**src/rtl/cen_frac_multi_if.sv**
```systemverilog
// Configuration and enable-output bundle for cen_frac_multi.
// The master side programs channels; the slave side is the generator.
interface cen_frac_multi_if #(
    parameter int CHANNELS = 4,
    parameter int ACC_W    = 16,
    parameter int SPD_W    = 2
) ();
    logic                cfg_wr;
    logic [2:0]          cfg_ch;
    logic [ACC_W-1:0]    cfg_num;
    logic [ACC_W-1:0]    cfg_den;
    logic [SPD_W-1:0]    speedup;
    logic                sync;
    logic [CHANNELS-1:0] cen;
    logic [CHANNELS-1:0] active;

    modport master (
        output cfg_wr, cfg_ch, cfg_num, cfg_den, speedup, sync,
        input  cen, active
    );

    modport slave (
        input  cfg_wr, cfg_ch, cfg_num, cfg_den, speedup, sync,
        output cen, active
    );
endinterface

```
**src/rtl/cen_frac_multi.sv**
```systemverilog
// Multi-channel fractional clock-enable generator: each channel pulses
// at clk_sys * (num << speedup) / den, saturating at every cycle.
module cen_frac_multi #(
    parameter int CHANNELS = 4,
    parameter int ACC_W    = 16,
    parameter int SPD_W    = 2
) (
    input logic clk_sys,
    input logic reset,
    cen_frac_multi_if.slave bus
);
    localparam int EFF_W = ACC_W + 2**SPD_W;
    localparam int SUM_W = ACC_W + 1;

    logic [CHANNELS-1:0] cen_vec;
    logic [CHANNELS-1:0] act_vec;

    for (genvar g = 0; g < CHANNELS; g++) begin : g_ch
        logic [ACC_W-1:0] num_q, num_d;
        logic [ACC_W-1:0] den_q, den_d;
        logic [ACC_W-1:0] acc_q, acc_d;
        logic             cen_q, cen_d;
        logic [EFF_W-1:0] eff_raw;
        logic [EFF_W-1:0] eff;
        logic [SUM_W-1:0] sum;
        logic [SUM_W-1:0] diff;
        logic             hit;

        always_comb begin
            hit     = bus.cfg_wr && (bus.cfg_ch == 3'(g));
            eff_raw = EFF_W'(num_q) << bus.speedup;
            // Clamp keeps eff <= den, so acc + eff never exceeds SUM_W bits
            eff     = (eff_raw >= EFF_W'(den_q)) ? EFF_W'(den_q) : eff_raw;
            sum     = {1'b0, acc_q} + SUM_W'(eff);
            diff    = sum - {1'b0, den_q};
            num_d   = num_q;
            den_d   = den_q;
            acc_d   = acc_q;
            cen_d   = 1'b0;
            if (hit) begin
                num_d = bus.cfg_num;
                den_d = bus.cfg_den;
                acc_d = '0;
            end else if (bus.sync) begin
                acc_d = '0;
            end else if (den_q != '0) begin
                if (sum >= {1'b0, den_q}) begin
                    acc_d = diff[ACC_W-1:0];
                    cen_d = 1'b1;
                end else begin
                    acc_d = sum[ACC_W-1:0];
                end
            end
        end

        always_ff @(posedge clk_sys) begin
            if (reset) begin
                num_q <= '0;
                den_q <= '0;
                acc_q <= '0;
                cen_q <= 1'b0;
            end else begin
                num_q <= num_d;
                den_q <= den_d;
                acc_q <= acc_d;
                cen_q <= cen_d;
            end
        end

        assign cen_vec[g] = cen_q;
        assign act_vec[g] = |den_q;
    end

    assign bus.cen    = cen_vec;
    assign bus.active = act_vec;
endmodule

```
**src/flat_wrapper.sv**
```systemverilog
// flat-port wrapper written by rule: the top's interface ports become plain ports
module cen_frac_multi_flat 
#(
    parameter int CHANNELS = 4,
    parameter int ACC_W    = 16,
    parameter int SPD_W    = 2
)
  (clk_sys, reset, bus_cfg_wr, bus_cfg_ch, bus_cfg_num, bus_cfg_den, bus_speedup, bus_sync, bus_cen, bus_active);
  cen_frac_multi_if #(.CHANNELS(CHANNELS), .ACC_W(ACC_W), .SPD_W(SPD_W)) bus_i ();
  input logic clk_sys;
  input logic reset;
  input wire logic [$bits(bus_i.cfg_wr)-1:0] bus_cfg_wr;
  input wire logic [$bits(bus_i.cfg_ch)-1:0] bus_cfg_ch;
  input wire logic [$bits(bus_i.cfg_num)-1:0] bus_cfg_num;
  input wire logic [$bits(bus_i.cfg_den)-1:0] bus_cfg_den;
  input wire logic [$bits(bus_i.speedup)-1:0] bus_speedup;
  input wire logic [$bits(bus_i.sync)-1:0] bus_sync;
  output wire logic [$bits(bus_i.cen)-1:0] bus_cen;
  output wire logic [$bits(bus_i.active)-1:0] bus_active;
  assign bus_i.cfg_wr = bus_cfg_wr;
  assign bus_i.cfg_ch = bus_cfg_ch;
  assign bus_i.cfg_num = bus_cfg_num;
  assign bus_i.cfg_den = bus_cfg_den;
  assign bus_i.speedup = bus_speedup;
  assign bus_i.sync = bus_sync;
  assign bus_cen = bus_i.cen;
  assign bus_active = bus_i.active;
  cen_frac_multi #(.CHANNELS(CHANNELS), .ACC_W(ACC_W), .SPD_W(SPD_W)) u_core (.clk_sys(clk_sys), .reset(reset), .bus(bus_i));
endmodule
```
**config.mk**
```make
export PLATFORM = sky130hd
export DESIGN_NAME = cen_frac_multi_flat
export DESIGN_NICKNAME = d
export VERILOG_FILES = /design/src/rtl/cen_frac_multi_if.sv /design/src/rtl/cen_frac_multi.sv /design/src/flat_wrapper.sv
export SDC_FILE = /design/constraint.sdc
export NUM_CORES = 1
export LEC_CHECK = 0
export BUFFER_PORTS_ARGS = -buffer_cell sky130_fd_sc_hd__clkbuf_2
export CAP_MARGIN = 10
export CORE_UTILIZATION = 23
export DETAILED_ROUTE_END_ITERATION = 16
export GPL_ROUTABILITY_DRIVEN = 0
export PLACE_DENSITY = 0.38
export SKIP_CTS_REPAIR_TIMING = 1
export SLEW_MARGIN = 30
export SYNTH_ARGS = -nofsm -noshare
export SYNTH_HDL_FRONTEND = slang
export SYNTH_SLANG_ARGS = --single-unit
```
**constraint.sdc**
```tcl
create_clock -name clk_sys -period 10.25 [get_ports clk_sys]
set_clock_uncertainty 0.05 [all_clocks]
set_input_delay 2.05 -clock clk_sys [delete_from_list [all_inputs] [get_ports clk_sys]]
set_output_delay 2.05 -clock clk_sys [all_outputs]
set_load 0.005 [all_outputs]
```
# After elaboration in Yosys (flattened, before gate mapping)
# Index checks and enable logic that the tools add are counted.
totals:
  ff_bits: 196
  input_bits: 41
  output_inout_bits: 8
  wordCells: 76
op_classes:
  add_sub_neg: 8
  order_cmp: 8
  n_eq_ne: 3
  shift: 4
  muxes: 12
  bitwise_logic: 4
  n_reduce_logical: 21
op_table:
  columns: ["cell", "n"]
  rows:
  - ["$ge 20x16->1", 4]
  - ["$shl 16x2->20", 4]
  - ["$add 16x17->17", 4]
  - ["$ge 17x16->1", 4]
  - ["$mux 17", 4]
  - ["$mux 16", 4]
  - ["$reduce_bool 16->1", 4]
  - ["$reduce_or 16->1", 4]
  - ["$sub 16x16->16", 4]
  - ["$reduce_or 4->1", 4]
  - ["$reduce_or 3->1", 4]
  - ["$eq 3x2->1 const B", 2]
  - ["$logic_and 1x1->1", 4]
  - ["$mux 1", 4]
  - ["$not 1->1", 4]
  - ["$eq 3x1->1 const B", 1]
  - ["$logic_not 3->1", 1]

# Longest topological paths before layout
# Gate-level depths: netlist of the first run.
logic_depth:
  ltp_word: 6
  mapped_depth: 39
  depth_no_buf: 32

# Worst setup path after synthesis of the first run
# No wires, ideal clock.
synth_timing:
  path_type: "input port to flip-flop"
  startpoint: "input port bus_speedup[0]"
  endpoint: "register u_core.g_ch[0].acc_q[14]"
  setup_ns: 0.122
  arrival_ns: 9.250
  t_required_ns: 10.078
  setup_slack_ns: 0.829
  path_stages: 38
  path_buffers: 6
  cell_sequence: "clkbuf_1 > buf_2 > clkbuf_1 > clkbuf_1 > nor2_1 > nand2_1 > ha_1 > nand2b_1 > a21o_1 > a21o_1 > a21oi_1 > nor3_1 > o311ai_1 > a21o_1 > nand3_1 > clkbuf_1 > mux2i_1 > ha_1 > [... 2 more ...] > nand3b_1 > and3_1 > o31a_1 > o21ai_1 > a21oi_1 > o21bai_1 > a21o_1 > xor2_1 > ha_1 > nand3_1 > nor4b_1 > a2111o_1 > a31oi_1 > nand2b_1 > buf_2 > nand2_1 > or4_1 > o311a_1"
synth_via:
  elab_chain_len: 6
  word_cells_on_any_way: 7
  cone_classes: "add/sub (2); order compare (2); shift (1); mux (2)"
synth_lines:
  columns: ["item", "line_no", "text"]
  rows:
  - ["start: declaration", "flat_wrapper.sv:16", "input wire logic [$bits(bus_i.speedup)-1:0] bus_speedup;"]
  - ["$shl 16x2->20 (*)", "cen_frac_multi.sv:31", "eff_raw = EFF_W'(num_q) << bus.speedup;"]
  - ["$ge 20x16->1", "cen_frac_multi.sv:33", "eff = (eff_raw >= EFF_W'(den_q)) ? EFF_W'(den_q) : eff_raw;"]
  - ["$mux 17 (*)", "cen_frac_multi.sv:33", null]
  - ["$add 16x17->17 (*)", "cen_frac_multi.sv:34", "sum = {1'b0, acc_q} + SUM_W'(eff);"]
  - ["$sub 16x16->16 / $ge 17x16->1 (equally long branches)", "cen_frac_multi.sv:35, cen_frac_multi.sv:47", null]
  - ["$mux 16 (*)", "cen_frac_multi.sv:47", "if (sum >= {1'b0, den_q}) begin"]
  - ["end signal: assignment", "cen_frac_multi.sv:60", "acc_q <= '0;"]
  - ["end signal: assignment", "cen_frac_multi.sv:65", "acc_q <= acc_d;"]
  - ["end: declaration", "cen_frac_multi.sv:21", "logic [ACC_W-1:0] acc_q, acc_d;"]
# Every way passes the cells marked *; elsewhere a longest branch is shown, timed or not.
# A chain may end at the register's enable or synchronous reset.

# Worst setup path after layout of the first run
# Ends and elaborated chain as after synthesis.

==> out/qor.log, run 1 <==
[route] # DRC 0
[global_route] wire length of the first global-routing pass 86900 µm
[route] Starting DRT DRC Count 857
[yosys] Post-Syn Area per Cell 8.05 µm²
[yosys] number of warnings printed during yosys synthesis 0
[worst_setup_path] setup slack on the worst flop-to-flop path 3270 ps
[global_route] GR Overflow Total 0
[layout] most common library cell in the layout ignoring fill and taps sky130_fd_sc_hd__nand2_1
[floorplan] area inside the core boundary 71500 µm²
[clock_network] number of levels in the clock H-tree 4
[layout] commonest cells after routing, fill and taps aside sky130_fd_sc_hd__nand2_1, sky130_fd_sc_hd__a21oi_1, sky130_fd_sc_hd__ha_1, sky130_fd_sc_hd__dfxtp_1, sky130_fd_sc_hd__nor2_1
[global_route] number of global-route vias before repair 14400
[worst_setup_path] worst-path cell with the longest stage delay sky130_fd_sc_hd__mux4_2
[power_and_ir_drop] switching share of power 41.5%
[layout] final layout net count 2314
[yosys] cells taking the most area after synthesis sky130_fd_sc_hd__dfxtp_1, sky130_fd_sc_hd__ha_1, sky130_fd_sc_hd__a21oi_1
[placement] HPWL after detailed placement 43200 µm
[worst_setup_path] Crit Reg-Reg Startpoint u_core.g_ch[0].num_q[2]
[yosys] number of enable flip-flop cells after synthesis 0
[timing] share of the clock period used by the worst path 91.3%
[route] number of detailed-routing iterations run before antenna repair 5
[job] number of max-cap violations 0
[route] wire length after detailed routing 56200 µm
[worst_setup_path] Critical Path Source Type input port
[yosys] fraction of registers with async set or reset after synthesis 0%
[floorplan] Die Area 73300 µm²
[timing] total negative setup slack 0 ps
[worst_hold_path] launch instance of the worst min-delay path u_core.g_ch[3].acc_q[0]
[power_and_ir_drop] IR Drop Worst-Case VDD 0.0948 mV
[layout] layout overhead on the synthesized area 11.2%
[clock_network] buffer type at the clock tree root sky130_fd_sc_hd__clkbuf_16
[power_and_ir_drop] internal cell power 1.77 mW
[worst_setup_path] depth of the worst register-to-register path 31
[yosys] sequential element share of the synthesized area 23.6%
[floorplan] num ports 49
[power_and_ir_drop] switching power total 1.26 mW
[power_and_ir_drop] leakage power figure 7.50 nW
[worst_hold_path] worst hold path type reg -> reg
[layout] ant diodes 0
[yosys] flip-flop and latch count after synthesis 196
[yosys] dominant register cell in the synthesized netlist sky130_fd_sc_hd__dfxtp_1
[yosys] Synth area leader sky130_fd_sc_hd__dfxtp_1
[clock_network] clock latency on the worst-skew pair 510 ps
[timing] Final Hold Vio Count 0
[worst_setup_path] slowest stage delay, CP 590 ps
[timing] max_slew headroom 41.5%
[run_status] outcome completed
[worst_setup_path] Setup crit end kind flip-flop
[yosys] netlist area before placement 16600 µm²
[timing] Final setup viols 0
[timing] transition at the pin with the smallest max-transition slack 877 ps
[worst_hold_path] Worst Hold Depth 2
[clock_network] Longest Clk Path Bufs 2
[clock_network] clock tree from TritonCTS done
[power_and_ir_drop] power consumption 3.03 mW
[route] via density per instance 4.85
[worst_setup_path] worst flop-to-flop path endpoint u_core.g_ch[0].acc_q[14]
[timing] number of slew-limit violations in the final report 0
[yosys] syn nets 2310
[floorplan] height of the chip 271 µm
[global_route] initial antenna violation count 0
[placement] Port Buffers 48
[power_and_ir_drop] portion of total power attributed to the clock network 23.8%
[worst_setup_path] data arrival at the endpoint of the critical path 9710 ps
[timing] clock period minus worst slack 9360 ps
[floorplan] Initial Utilization 23.2%
[route] wire length per cell after detailed routing 18.6 µm
[power_and_ir_drop] sequential share of power 27.5%
[worst_setup_path] Req. time, crit path 10600 ps
[timing] maximum clock frequency 107 MHz
[route] post-route antenna net violation count 0
[power_and_ir_drop] Gate power share 48.7%
[worst_setup_path] WS Path Type in -> reg
[clock_network] Clock transition at path regs 80 ps
[clock_network] Sink Count 196
[timing] setup ws final 887 ps
[power_and_ir_drop] power per cell area 164 nW/µm²
[worst_setup_path] crit path max fanout 37
[layout] fraction of final layout cells sized beyond drive strength 1 8.13%
[yosys] top cell type's share of synthesized area 23.6%
[clock_network] Inserted Clock Buffers 17
[timing] post-route worst hold slack 412 ps
[timing] unrepaired setup endpoints after global routing false
[floorplan] die outline width 271 µm
[yosys] distinct cell type count after synthesis 70
[global_route] Total Routing Usage GR 15.6%
[worst_hold_path] hold-critical path endpoint u_core.g_ch[3].acc_q[0]
[layout] count of filler cells inserted in the layout 7772
[floorplan] number of core rows 98
[yosys] Syn Inst Count 2065
[global_route] pin count of the biggest net entering global routing 78
[route] number of vias in the routed layout 14700
[placement] worst slack at placement 302 ps
==> cells by family after synthesis <==
family / share of synthesized area [%]
buffers and inverters: 4.78
muxes: 12.9
DFF: 23.6
xor gates and xnor gates: 5.22
and+or+nand+nor: 17.2
adders and majority gates: 15.7
AOI/OAI and AO/OA: 20.5
==> registers in the layout (all words and copies together), names as in the netlist <==
register / count
u_core.g_ch.acc_q: 64
u_core.g_ch.den_q: 64
u_core.g_ch.num_q: 64
u_core.g_ch.cen_q: 4
==> cell usage after synthesis, types with 7 or more instances <==
cell                       count
sky130_fd_sc_hd__nand2_1     340
sky130_fd_sc_hd__nor2b_1      21
sky130_fd_sc_hd__clkbuf_1     73
sky130_fd_sc_hd__a21o_1       54
sky130_fd_sc_hd__o21ai_1      36
sky130_fd_sc_hd__a211oi_1     38
sky130_fd_sc_hd__nor4_1       19
sky130_fd_sc_hd__and3_1        7
sky130_fd_sc_hd__nor2_1      130
sky130_fd_sc_hd__a21oi_1     265
sky130_fd_sc_hd__nor3_1       34
sky130_fd_sc_hd__nand4_1      17
sky130_fd_sc_hd__o211ai_1      8
sky130_fd_sc_hd__and4_1        7
sky130_fd_sc_hd__xnor2_1      64
sky130_fd_sc_hd__o21a_1       16
sky130_fd_sc_hd__fa_1          8
sky130_fd_sc_hd__dfxtp_1     196
sky130_fd_sc_hd__mux2i_1      39
sky130_fd_sc_hd__a31oi_1       8
sky130_fd_sc_hd__ha_1        196
sky130_fd_sc_hd__or3_1        12
sky130_fd_sc_hd__o21ai_0      70
sky130_fd_sc_hd__nand2b_1     14
sky130_fd_sc_hd__buf_2         8
sky130_fd_sc_hd__o31a_1        7
sky130_fd_sc_hd__mux4_2       48
sky130_fd_sc_hd__mux2_1       57
sky130_fd_sc_hd__o21bai_1     14
sky130_fd_sc_hd__inv_1       106
sky130_fd_sc_hd__nand3_1      28
sky130_fd_sc_hd__xor2_1       35
==> worst max path at each step <==
stage	start	end	slack [ps]
detailed placement	bus_speedup[0]	u_core.g_ch[0].acc_q[14]	300
CTS	bus_speedup[0]	u_core.g_ch[0].acc_q[14]	850
global placement	bus_speedup[0]	u_core.g_ch[0].acc_q[14]	440
floorplan	bus_speedup[0]	u_core.g_ch[0].acc_q[14]	830
global route	bus_speedup[0]	u_core.g_ch[0].acc_q[8]	150
finish	bus_speedup[0]	u_core.g_ch[0].acc_q[14]	890
==> critical path: cells and delay by family <==
family,cells,cell delay [ps]
compound gates,14,2170
simple gates,9,2050
fa+ha+maj,4,1310
buf+inv,3,1110
mux,2,870
xor+xnor,1,80
==> final cells by class <==
type	instances	area (µm²)	share of cell area [%]
multi-input cells	1669	11900	64.5
flip-flops and latches	196	3920	21.2
well taps	950	1190	6.43
repair buffers	78	470	2.55
clock buffers	20	447	2.42
inverters	107	402	2.17
clock inverters	10	125	0.677
==> power groups by stage <==
stage          Clock (mW)  Combinational [mW]  Sequential (mW)
3_5_place_dp            0                1.48            0.853
6_report            0.722                1.47            0.834
3_3_place_gp            0                1.48            0.853
5_1_grt             0.776                1.66            0.841
4_1_cts             0.753                1.49            0.835
2_1_floorplan           0                1.16            0.839
==> through the flow <==
step | instance area, µm² | cells | util, %
2_1_floorplan | 16600 | 2065 | -
3_3_place_gp | 17900 | 3000 | 25.0
3_5_place_dp | 17900 | 3000 | 25.0
4_1_cts | 18500 | 3030 | 25.8
5_1_grt | 18500 | 3030 | 25.9
6_report | 18500 | 3030 | 25.9
==> routing by layer <==
layer / vias to the layer above / GRT usage, % / routed length (µm)
li1: 7428 / - / -
met3: 46 / 2.25 / 1600
met1: 7024 / 21.7 / 28300
met5: - / 0 / 0
met2: 201 / 24.7 / 25400
met4: 0 / 4.46 / 982
Note: power is estimated with default switching activity, not from simulation.
==> inputs of run 2 (changes only) <==
==> constraint.sdc (replaced) <==
create_clock -name clk_sys -period 9.77 [get_ports clk_sys]
set_clock_uncertainty 0.05 [all_clocks]
set_input_delay 1.954 -clock clk_sys [delete_from_list [all_inputs] [get_ports clk_sys]]
set_output_delay 1.954 -clock clk_sys [all_outputs]
set_load 0.005 [all_outputs]
==> run 2 against run 1 <==
  * Global-route usage rose by 0.056 points
  * Sequential power rose by 5.0%
  * Clock power rose by 7.6%
  * Worst setup slack got worse by 260 ps
  * Utilization rose by 0.10 points
  * Non-clock buffer count rose by 2
  * Design area rose by 0.41%
  * Register-to-register slack got worse by 570 ps
  * Worst hold slack improved by 7.3 ps
  * Critical path type unchanged
  * Critical endpoint unchanged
==> out/qor.log, run 2 (synthesis gave the netlist of run 1 again) <==
[run_status] outcome completed
[layout] most common library cell in the layout ignoring fill and taps sky130_fd_sc_hd__nand2_1
[floorplan] num ports 49 [unchanged]
[route] number of detailed-routing iterations run before antenna repair 5 [unchanged]
[global_route] Total Routing Usage GR 15.6% [+0.056 points]
[clock_network] clock latency on the worst-skew pair 500 ps [about the same]
[clock_network] Sink Count 196 [unchanged]
[worst_setup_path] slowest stage delay, CP 590 ps [about the same]
[worst_setup_path] Setup crit end kind flip-flop
[timing] maximum clock frequency 109 MHz
[timing] max_slew headroom 43.5% [+1.9 points]
[worst_setup_path] Critical Path Source Type input port
[route] via density per instance 4.88 [+0.66%]
[floorplan] height of the chip 271 µm [unchanged]
[layout] non-filler cells, final 3035 [+0.17%]
[route] post-route antenna net violation count 0 [unchanged]
[job] number of max-cap violations 0 [unchanged]
[power_and_ir_drop] switching share of power 41.6% [about the same]
[timing] unrepaired setup endpoints after global routing false
[worst_setup_path] depth of the worst register-to-register path 31 [unchanged]
[floorplan] area inside the core boundary 71500 µm² [unchanged]
[worst_hold_path] Worst Hold Depth 2 [unchanged]
[power_and_ir_drop] switching power total 1.34 mW [+6.4%]
[power_and_ir_drop] portion of total power attributed to the clock network 24.1% [+0.3 points]
[timing] Final setup viols 0 [unchanged]
[clock_network] clock tree from TritonCTS done
[clock_network] buffer type at the clock tree root sky130_fd_sc_hd__clkbuf_16
[power_and_ir_drop] Gate power share 48.7% [about the same]
[floorplan] die outline width 271 µm [unchanged]
[timing] transition at the pin with the smallest max-transition slack 848 ps [-29.2 ps]
[clock_network] Longest Clk Path Bufs 2 [unchanged]
[layout] final layout net count 2316 [+0.086%]
[route] wire length per cell after detailed routing 18.5 µm [-0.31%]
[route] number of vias in the routed layout 14800 [+0.83%]
[clock_network] number of levels in the clock H-tree 4 [unchanged]
[timing] setup ws final 624 ps [-264 ps]
[clock_network] Inserted Clock Buffers 17 [unchanged]
[layout] commonest cells after routing, fill and taps aside sky130_fd_sc_hd__nand2_1, sky130_fd_sc_hd__a21oi_1, sky130_fd_sc_hd__ha_1, sky130_fd_sc_hd__dfxtp_1, sky130_fd_sc_hd__nor2_1
[placement] number of cells in the design after placement 3002 [+0.067%]
[timing] share of the clock period used by the worst path 93.6%
[floorplan] Die Area 73300 µm² [unchanged]
[power_and_ir_drop] power per cell area 174 nW/µm² [+5.9%]
[placement] placed instance area 17900 µm² [+0.24%]
[placement] worst slack at placement 133 ps [-169 ps]
[worst_setup_path] WS Path Type in -> reg
[power_and_ir_drop] IR Drop Worst-Case VDD 0.107 mV [+13%]
[route] # DRC 0 [unchanged]
[global_route] wire length of the first global-routing pass 87500 µm [+0.68%]
[floorplan] Initial Utilization 23.2% [unchanged]
[power_and_ir_drop] internal cell power 1.88 mW [+6.3%]
[clock_network] Clock transition at path regs 90 ps [about the same]
[route] Starting DRT DRC Count 882 [+2.9%]
[worst_setup_path] crit path max fanout 35 [-5.4%]
[worst_hold_path] worst hold path type reg -> reg
[layout] layout overhead on the synthesized area 11.7%
[timing] clock period minus worst slack 9150 ps
[global_route] number of global-route vias before repair 14700 [+1.9%]
[placement] HPWL after detailed placement 43200 µm [about the same]
[global_route] initial antenna violation count 1 [+1]
[floorplan] number of core rows 98 [unchanged]
[layout] fraction of final layout cells sized beyond drive strength 1 8.30% [+0.18 points]
[timing] total negative setup slack 0 ps [unchanged]
[layout] count of filler cells inserted in the layout 7801 [+0.37%]
[power_and_ir_drop] sequential share of power 27.2% [-0.3 points]
[layout] biggest regs u_core.g_ch.acc_q (64), u_core.g_ch.den_q (64), u_core.g_ch.num_q (64)
[global_route] pin count of the biggest net entering global routing 72 [-7.7%]
[layout] post-route standard cell area excluding fillers 18600 µm² [+0.41%]
[worst_setup_path] data arrival at the endpoint of the critical path 9490 ps [-220 ps]
[power_and_ir_drop] leakage power figure 7.54 nW [+0.55%]
[timing] Final Hold Vio Count 0 [unchanged]
[placement] Port Buffers 48 [unchanged]
[global_route] GR Overflow Total 0 [unchanged]
[route] wire length after detailed routing 56100 µm [-0.15%]
[worst_setup_path] worst-path cell with the longest stage delay sky130_fd_sc_hd__mux4_2
[worst_setup_path] Req. time, crit path 10110 ps [-490 ps]
[timing] number of slew-limit violations in the final report 0 [unchanged]
## run 2: cell type report
type | instances | area [µm²] | area share, %
multi-input combinational | 1669 | 11900 | 64.2
sequential | 196 | 3920 | 21.1
tap | 950 | 1190 | 6.41
timing repair buffer | 80 | 510 | 2.75
clock buffer | 18 | 439 | 2.37
inverter | 107 | 402 | 2.16
clock inverter | 14 | 169 | 0.910
antenna | 1 | 2.50 | 0.0135
## run 2: path summary, 6_finish.rpt
check                                from                        to  slack (ps)
setup / recovery           bus_speedup[0]  u_core.g_ch[0].acc_q[14]         620
hold reg to reg   u_core.g_ch[3].acc_q[0]   u_core.g_ch[3].acc_q[0]         420
setup reg to reg  u_core.g_ch[3].num_q[4]  u_core.g_ch[3].acc_q[13]        2700
hold / removal    u_core.g_ch[3].acc_q[0]   u_core.g_ch[3].acc_q[0]         420
## run 2: critical path, delay by kind of cell
kind | cells | cell delay [ps]
xor gates and xnor gates | 1 | 220
muxes | 2 | 890
AOI/OAI and AO/OA | 14 | 2280
adders and majority gates | 4 | 1230
and+or+nand+nor | 9 | 1970
buffers and inverters | 3 | 940
## run 2: layer usage
metal,GRT usage [%],share of wire [%]
met1,21.6,50
met2,24.6,45
met3,2.51,3.3
met4,4.76,2.1
met5,0,0.023
## run 2: power by group through the flow
| stage | clock network [mW] | registers [mW] | logic [mW] |
|---|---|---|---|
| after floorplan | 0 | 0.880 | 1.21 |
| after global placement | 0 | 0.895 | 1.57 |
| after detailed placement | 0 | 0.895 | 1.57 |
| after CTS | 0.811 | 0.876 | 1.58 |
| after global routing | 0.838 | 0.882 | 1.76 |
| final | 0.777 | 0.876 | 1.57 |
## run 2: stage by stage
stage	power, mW	hold WS, ps	utilization (%)
detailed placement	2.47	401	25.1
CTS	3.27	417	26.0
floorplan	2.09	381	-
finish	3.22	420	26.0
global route	3.48	442	26.0
global placement	2.47	403	25.1
